$ cat src/rtl/p405s_timer_ctrl.sv
// p405s_timer_ctrl
// Time base lower (TBL) and programmable interval timer (PIT) control.
// An external timebase tick is synchronized into the core clock domain.
// Each synchronized tick advances TBL and, while the PIT is running,
// counts the PIT down. When the PIT expires it raises the TSR PIT status.

module p405s_timer_ctrl (
   input  logic        CB,
   input  logic        rst,
   input  logic        timerClk,
   input  logic        freezeTimers,
   input  logic        PCL_mtSPR,
   input  logic        PCL_sprHold,
   input  logic        tblDcd,
   input  logic        pitDcd,
   input  logic        tsrClrDcd,
   input  logic [0:31] EXE_sprDataBus,
   input  logic        tcrAre,
   input  logic        tcrPie,
   output logic [0:31] tblL2,
   output logic [0:31] pitL2,
   output logic        tbhCIn,
   output logic        freezeTimersNEG,
   output logic        tsrPis,
   output logic        pitIrq,
   output logic        pitRun
);

   typedef enum logic {
      PIT_IDLE = 1'b0,
      PIT_RUN  = 1'b1
   } pit_state_t;

   pit_state_t  pit_state;
   logic [0:31] pit_reload;

   logic sync1;
   logic sync2;
   logic sync3;

   logic tick_pulse;
   logic tick_en;
   logic wr;
   logic tbl_wr;
   logic pit_wr;
   logic tsr_clr;
   logic tbl_all_ones;
   logic pit_at_one;
   logic pit_expire;

   // Bring timerClk into the CB domain and keep one extra stage for edge detection
   always_ff @(posedge CB) begin
      if (rst) begin
         sync1 <= 1'b0;
         sync2 <= 1'b0;
         sync3 <= 1'b0;
      end else begin
         sync1 <= timerClk;
         sync2 <= sync1;
         sync3 <= sync2;
      end
   end

   // A tick that arrives while frozen is simply lost, never held for later
   assign tick_pulse = sync2 & ~sync3;
   assign tick_en    = tick_pulse & ~freezeTimers;

   // A held pipe stage must not let an mtspr touch any timer state
   assign wr      = PCL_mtSPR & ~PCL_sprHold;
   assign tbl_wr  = wr & tblDcd;
   assign pit_wr  = wr & pitDcd;
   assign tsr_clr = wr & tsrClrDcd & EXE_sprDataBus[4];

   assign tbl_all_ones = (tblL2 == 32'hFFFF_FFFF);
   assign pit_at_one   = (pitL2 == 32'd1);

   // Expiry only counts when no PIT write competes in the same cycle
   assign pit_expire = (pit_state == PIT_RUN) & tick_en & pit_at_one & ~pit_wr;

   // Carry into TBU in the same cycle TBL rolls over to zero
   assign tbhCIn = tick_en & tbl_all_ones & ~tbl_wr;

   // Interrupt request is only a mask of the status; masking never clears status
   assign pitIrq = tsrPis & tcrPie;

   // Time base lower: software load has priority over the tick increment
   always_ff @(posedge CB) begin
      if (rst) begin
         tblL2 <= 32'd0;
      end else if (tbl_wr) begin
         tblL2 <= EXE_sprDataBus;
      end else if (tick_en) begin
         tblL2 <= tblL2 + 32'd1;
      end
   end

   // Registered inverse of the debug freeze for downstream timer logic
   always_ff @(posedge CB) begin
      if (rst) begin
         freezeTimersNEG <= 1'b1;
      end else begin
         freezeTimersNEG <= ~freezeTimers;
      end
   end

   // PIT countdown state machine with its count, reload value and status
   always_ff @(posedge CB) begin
      if (rst) begin
         pit_state  <= PIT_IDLE;
         pitRun     <= 1'b0;
         pitL2      <= 32'd0;
         pit_reload <= 32'd0;
         tsrPis     <= 1'b0;
      end else begin
         if (pit_wr) begin
            pitL2      <= EXE_sprDataBus;
            pit_reload <= EXE_sprDataBus;
            if (EXE_sprDataBus != 32'd0) begin
               pit_state <= PIT_RUN;
               pitRun    <= 1'b1;
            end else begin
               pit_state <= PIT_IDLE;
               pitRun    <= 1'b0;
            end
         end else begin
            case (pit_state)
               PIT_RUN: begin
                  if (tick_en) begin
                     if (pit_at_one) begin
                        if (tcrAre) begin
                           pitL2 <= pit_reload;
                        end else begin
                           pitL2     <= 32'd0;
                           pit_state <= PIT_IDLE;
                           pitRun    <= 1'b0;
                        end
                     end else if (pitL2 == 32'd0) begin
                        pit_state <= PIT_IDLE;
                        pitRun    <= 1'b0;
                     end else begin
                        pitL2 <= pitL2 - 32'd1;
                     end
                  end
               end
               default: begin
                  pit_state <= PIT_IDLE;
                  pitRun    <= 1'b0;
               end
            endcase
         end

         if (pit_expire) begin
            tsrPis <= 1'b1;
         end else if (tsr_clr) begin
            tsrPis <= 1'b0;
         end
      end
   end

endmodule
$ cat config.mk
export PLATFORM = sky130hd
export DESIGN_NAME = p405s_timer_ctrl
export DESIGN_NICKNAME = d
export VERILOG_FILES = /design/src/rtl/p405s_timer_ctrl.sv
export SDC_FILE = /design/constraint.sdc
export NUM_CORES = 1
export LEC_CHECK = 0
export BUFFER_PORTS_ARGS = -buffer_cell sky130_fd_sc_hd__buf_2
export CAP_MARGIN = 25
export CORE_MARGIN = 4
export CORE_UTILIZATION = 55
export DETAILED_ROUTE_END_ITERATION = 10
export PLACE_DENSITY = 0.8
export SKIP_CTS_REPAIR_TIMING = 1
export SLEW_MARGIN = 10
export SYNTH_ARGS = -nofsm -noshare
export SYNTH_HDL_FRONTEND = slang
export SYNTH_SLANG_ARGS = --single-unit
$ cat constraint.sdc
create_clock -name CB -period 2.5 [get_ports CB]
set_clock_uncertainty 0.1 [all_clocks]
set_input_delay 0.125 -clock CB [delete_from_list [all_inputs] [get_ports CB]]
set_output_delay 0.125 -clock CB [all_outputs]
set_load 0.05 [all_outputs]
== After elaboration in Yosys (flattened, before gate mapping) ==
Index checks and enable logic that the tools add are counted.
Widths: inputs -> output; s select.
Storage, ports and cells
  bits in registers: 103
  word-level logic and storage cells: 67
Operators by class
  add/subtract/negate cells: 2
  eq/ne operators: 6
  mux-type cells: 23
  bitwise logic cells: 18
  reduce and logical (&&, ||, !) cells: 8
Operator list (count)
  $mux 32: 8
  $add 32x1->32 const B: 1
  $eq 32x1->1 const B: 1
  $eq 32x32->1 const B: 1
  $logic_not 32->1: 1
  $reduce_bool 32->1: 1
  $sub 32x1->32 const B: 1
  $mux 1: 15
  $and 1x1->1: 13
  $reduce_bool 2->1: 4
  $reduce_and 3->1: 2
  $not 1->1: 5
  $ne 4x1->1 const B: 1
  $ne 4x4->1 const B: 1
  $ne 3x1->1 const B: 1
  $ne 3x3->1 const B: 1

== Logic depth before layout (Yosys ltp) ==
  depth after elaboration: 7
  depth in mapped cells: 9

== Least setup slack after synthesis ==
OpenSTA, ideal clock, no wires.
  path type: reg-to-reg
  start point: register pitL2[11] (netlist name)
  end point: register pitL2[4] (netlist name)
  library setup time: 0.067 ns
  arrival: 2.387 ns
  data required time: 2.333 ns
  slack: -0.054 ns
  stages on the path, launching flop included: 7
  buffers on the path: 0
  cell sequence: dfxtp_1 -> or4_4 -> or2_4 -> or3_4 -> nand2b_1 -> a311o_1 -> a21oi_2
Between the ends
  longest elaborated chain between the ends: 6
RTL lines
  start: declaration: line 21  | output logic [0:31] pitL2,
  start signal: assignment: line 116  | pitL2 <= EXE_sprDataBus;
  start signal: assignment: line 131  | pitL2 <= pit_reload;
  start signal: assignment: line 141  | pitL2 <= pitL2 - 32'd1;
  $sub 32x1->32: line 141
  $mux 32: line 137  | end else if (pitL2 == 32'd0) begin
  $mux 32: line 129  | if (pit_at_one) begin
  $mux 32: line 128  | if (tick_en) begin
  $mux 32: line 126  | case (pit_state)
  $mux 32: line 115  | if (pit_wr) begin
Parallel ways exist; a longest one is shown, timed or not. The select of a mux whose other input is x is not followed.
A chain may end at the register's enable or synchronous reset.

== Final worst setup path ==
  start point: register pitL2[11] (netlist name)
  end point: register pitL2[0] (netlist name)
Same word-level chain as after synthesis.

==> flow_summary.json <==
{
  "cts_tree": "built",
  "drtIter0Drc": 663,
  "netlist_instances": 679,
  "seq_area_sq_um": 2067,
  "finalMaxSlewViolations": 0,
  "r2r-start": "pitL2[11]$_SDFFE_PP0P_",
  "yosysTopAreaCell": "dfxtp_1",
  "synth.distinct_cells": 58,
  "grt_max_degree": 76,
  "critPathCaptureType": "flip-flop",
  "path_clk_slew_ps": 110,
  "hold_viol_final": 0,
  "syn_area_sq_um": 5433,
  "clockRootBuffer": "clkbuf_8",
  "areaGrowthSynthToFinish_pct": 30.01,
  "grt_pass1_wl_um": 28830,
  "setup_violations": 0,
  "synth.avg_cell_area_sq_um": 8.001,
  "ys_ff_latch": 103,
  "peakVddDrop_mv": 0.3754,
  "dpl_cell_area_sq_um": 6420,
  "pre_cts_ws_ps": 34.64,
  "stdcell_count": 986,
  "maxCapViolations": 0,
  "clkPwrFrac_pct": 28.1,
  "vias": 6186,
  "fin_ws_ps": 78.49,
  "setup_tns_ps": 0,
  "core-area_sq_um": 9684,
  "total_power_mw": 4.065,
  "status": "finished, final reports clean",
  "critPathMaxFanout": 5,
  "reg2reg_slack_ps": 80,
  "synth_async_sr_flop_share_pct": 0,
  "tightest_slew_ps": 630.3,
  "start_util_pct": 56.10,
  "pwr-share-comb_pct": 27.9,
  "antenna_left": 0,
  "final_core_util_pct": 72.93,
  "multiInputGateArea_sq_um": 3186,
  "postSynthNetCount": 726,
  "avgViaCountPerCell": 6.274,
  "ys.flop_type": "dfxtp_1",
  "r2r-end": "pitL2[0]$_SDFFE_PP0P_",
  "dp_cells": 929,
  "synth-edff-count": 0,
  "synth_area_leaders": "dfxtp_1 (38%), a211oi_1 (6.5%), nand2_1 (6.4%), a21oi_1 (5.3%), nor2_1 (4.6%)",
  "dieArea_sq_um": 11530,
  "fillCellCount": 728,
  "design_area_sq_um": 7063,
  "p_seq_share_pct": 44.0,
  "internal_power_mw": 2.655,
  "power.switching_mw": 1.410,
  "finalCritPeriodShare_pct": 96.86,
  "grt.overflow.total": 0,
  "post_drt_wl_per_cell_um": 19.12,
  "max_slew_margin_pct": 57.88,
  "drcViolationCount": 0,
  "finalNetCount": 895,
  "critPathLaunch": "pitL2[11]$_SDFFE_PP0P_",
  "drive_gt1_share_pct": 24.50,
  "grtUsageTotal_pct": 31.49,
  "clk_path_buf_depth": 2,
  "htree_levels": 3,
  "firstDrtPassIters": 6,
  "clk_latency_ps": 390,
  "clock-sinks": 103,
  "grt_pass1_vias": 5706,
  "ys_seq_area_share_pct": 37.95,
  "leakagePower_nw": 2.853,
  "timing.fmax_mhz": 413.0,
  "rr_worst_depth": 6,
  "gp_congestion": 0.9129,
  "yosysWarnings": 0,
  "start_kind": "flip-flop",
  "num_rows": 36,
  "hp-class": "input pin to flip-flop",
  "antenna_found_initial": 0,
  "crit_required_ps": 2660,
  "setup.worst_path.class": "flip-flop to flip-flop",
  "cts_made_buffers": 9,
  "worstPathArrival_ps": 2580,
  "io_pins": 112,
  "yosysTopAreaCellShare_pct": 37.95,
  "io_buffers": 111,
  "swShare_pct": 34.69,
  "place_hpwl_um": 13020,
  "diodes": 0,
  "period_minus_slack_ps": 2422,
  "p_per_area_nw_per_um2": 575.5,
  "dieWidth_um": 107.4,
  "die_h_um": 107.4,
  "drt_wl_total_um": 18850,
  "critPathCapture": "pitL2[0]$_SDFFE_PP0P_",
  "hold_slack_ps": 105.9
}
-- final cells by class --
| class | count | share of cell area, % |
|---|---|---|
| clock inverters | 6 | 1.045 |
| well taps | 133 | 2.356 |
| multi-input cells | 521 | 45.10 |
| repair buffers | 205 | 19.86 |
| flip-flops and latches | 103 | 29.26 |
| clock buffers | 10 | 1.949 |
| inverters | 8 | 0.4252 |
-- logic make-up (layout without fill, tap and decap cells) --
| family | Yosys count | count (layout) | synth area share (%) |
|---|---|---|---|
| simple gates | 306 | 306 | 28.60 |
| compound gates | 167 | 167 | 21.35 |
| flops | 103 | 103 | 37.95 |
| buf+inv | 55 | 229 | 4.053 |
| xor+xnor | 43 | 43 | 6.932 |
| fa+ha+maj | 4 | 4 | 0.9213 |
| mux | 1 | 1 | 0.1843 |
-- placed cells by master, fill, tap and decap left out, types with 2 or more instances in the layout --
cell	n
o32ai_1	13
a221oi_1	5
and4_1	5
or4_1	3
a311oi_1	12
nor2b_1	5
dlygate4sd3_1	35
o21ai_0	9
nor3_2	2
nand4b_1	2
dfxtp_2	4
nor3b_1	2
nand3b_1	2
nand2_1	91
a211oi_1	47
and2_1	4
ha_1	4
clkbuf_8	10
and3_1	7
xnor2_1	19
buf_4	54
inv_1	8
nor4_1	14
a21oi_1	57
nand4_1	15
inv_6	4
nand2b_1	12
nor2_1	67
nand3_1	16
dfxtp_1	99
nor3_1	24
or3_1	15
buf_2	111
a221o_1	11
xor2_1	24
o21ai_1	2
or3_4	3
buf_12	4
-- per-layer routing --
metal	part of all wire, %	up-vias	global-route usage [%]
li1	-	2833	-
met1	40	2901	41.22
met2	47	395	50.76
met3	10	57	6.599
met4	3.4	0	12.62
met5	0	-	0
-- worst max-delay path, stage by stage, from the launching register on --
cell and delay, ps:
dfxtp_2 340, or4_4 570, or2_4 300, or3_4 430
or3_1 310, a21oi_1 150, o32ai_1 90
-- power by group through the flow --
stage          registers (mW)  logic, mW  clock network, mW
2_1_floorplan            2.00      0.504                  0
3_3_place_gp             1.82       1.01                  0
3_5_place_dp             1.82       1.02                  0
4_1_cts                  1.78       1.03               1.16
5_1_grt                  1.80       1.21               1.22
6_report                 1.79       1.13               1.14
-- flip-flops by register name, indices dropped and copies added, names as in the netlist --
name,flops
sync3,1
pit_state,1
pitRun,1
tblL2,32
pit_reload,32
freezeTimersNEG,1
tsrPis,1
pitL2,32
sync1,1
sync2,1
-- synthesized netlist by cell type (all sizes together) (16+ instances only) --
| master | number |
|---|---|
| nor3 | 27 |
| dfxtp | 103 |
| nor4 | 16 |
| nor2 | 67 |
| or3 | 18 |
| a211oi | 47 |
| a21oi | 58 |
| xor2 | 24 |
| nand2 | 92 |
| clkbuf | 35 |
| nand4 | 16 |
| nand3 | 16 |
| xnor2 | 19 |
-- worst min path at each step --
stage / startpoint / to / slack (ps) / cells past startpoint
floorplan: freezeTimers / freezeTimersNEG$_SDFF_PP1_ / 100 / 1
global placement: freezeTimers / freezeTimersNEG$_SDFF_PP1_ / 240 / 2
detailed placement: freezeTimers / freezeTimersNEG$_SDFF_PP1_ / 250 / 2
CTS: freezeTimers / freezeTimersNEG$_SDFF_PP1_ / -180 / 2
global route: rst / pitL2[12]$_SDFFE_PP0P_ / 110 / 2
finish: rst / pitL2[4]$_SDFFE_PP0P_ / 110 / 2
No activity file was read; power rests on OpenSTA's default activity.
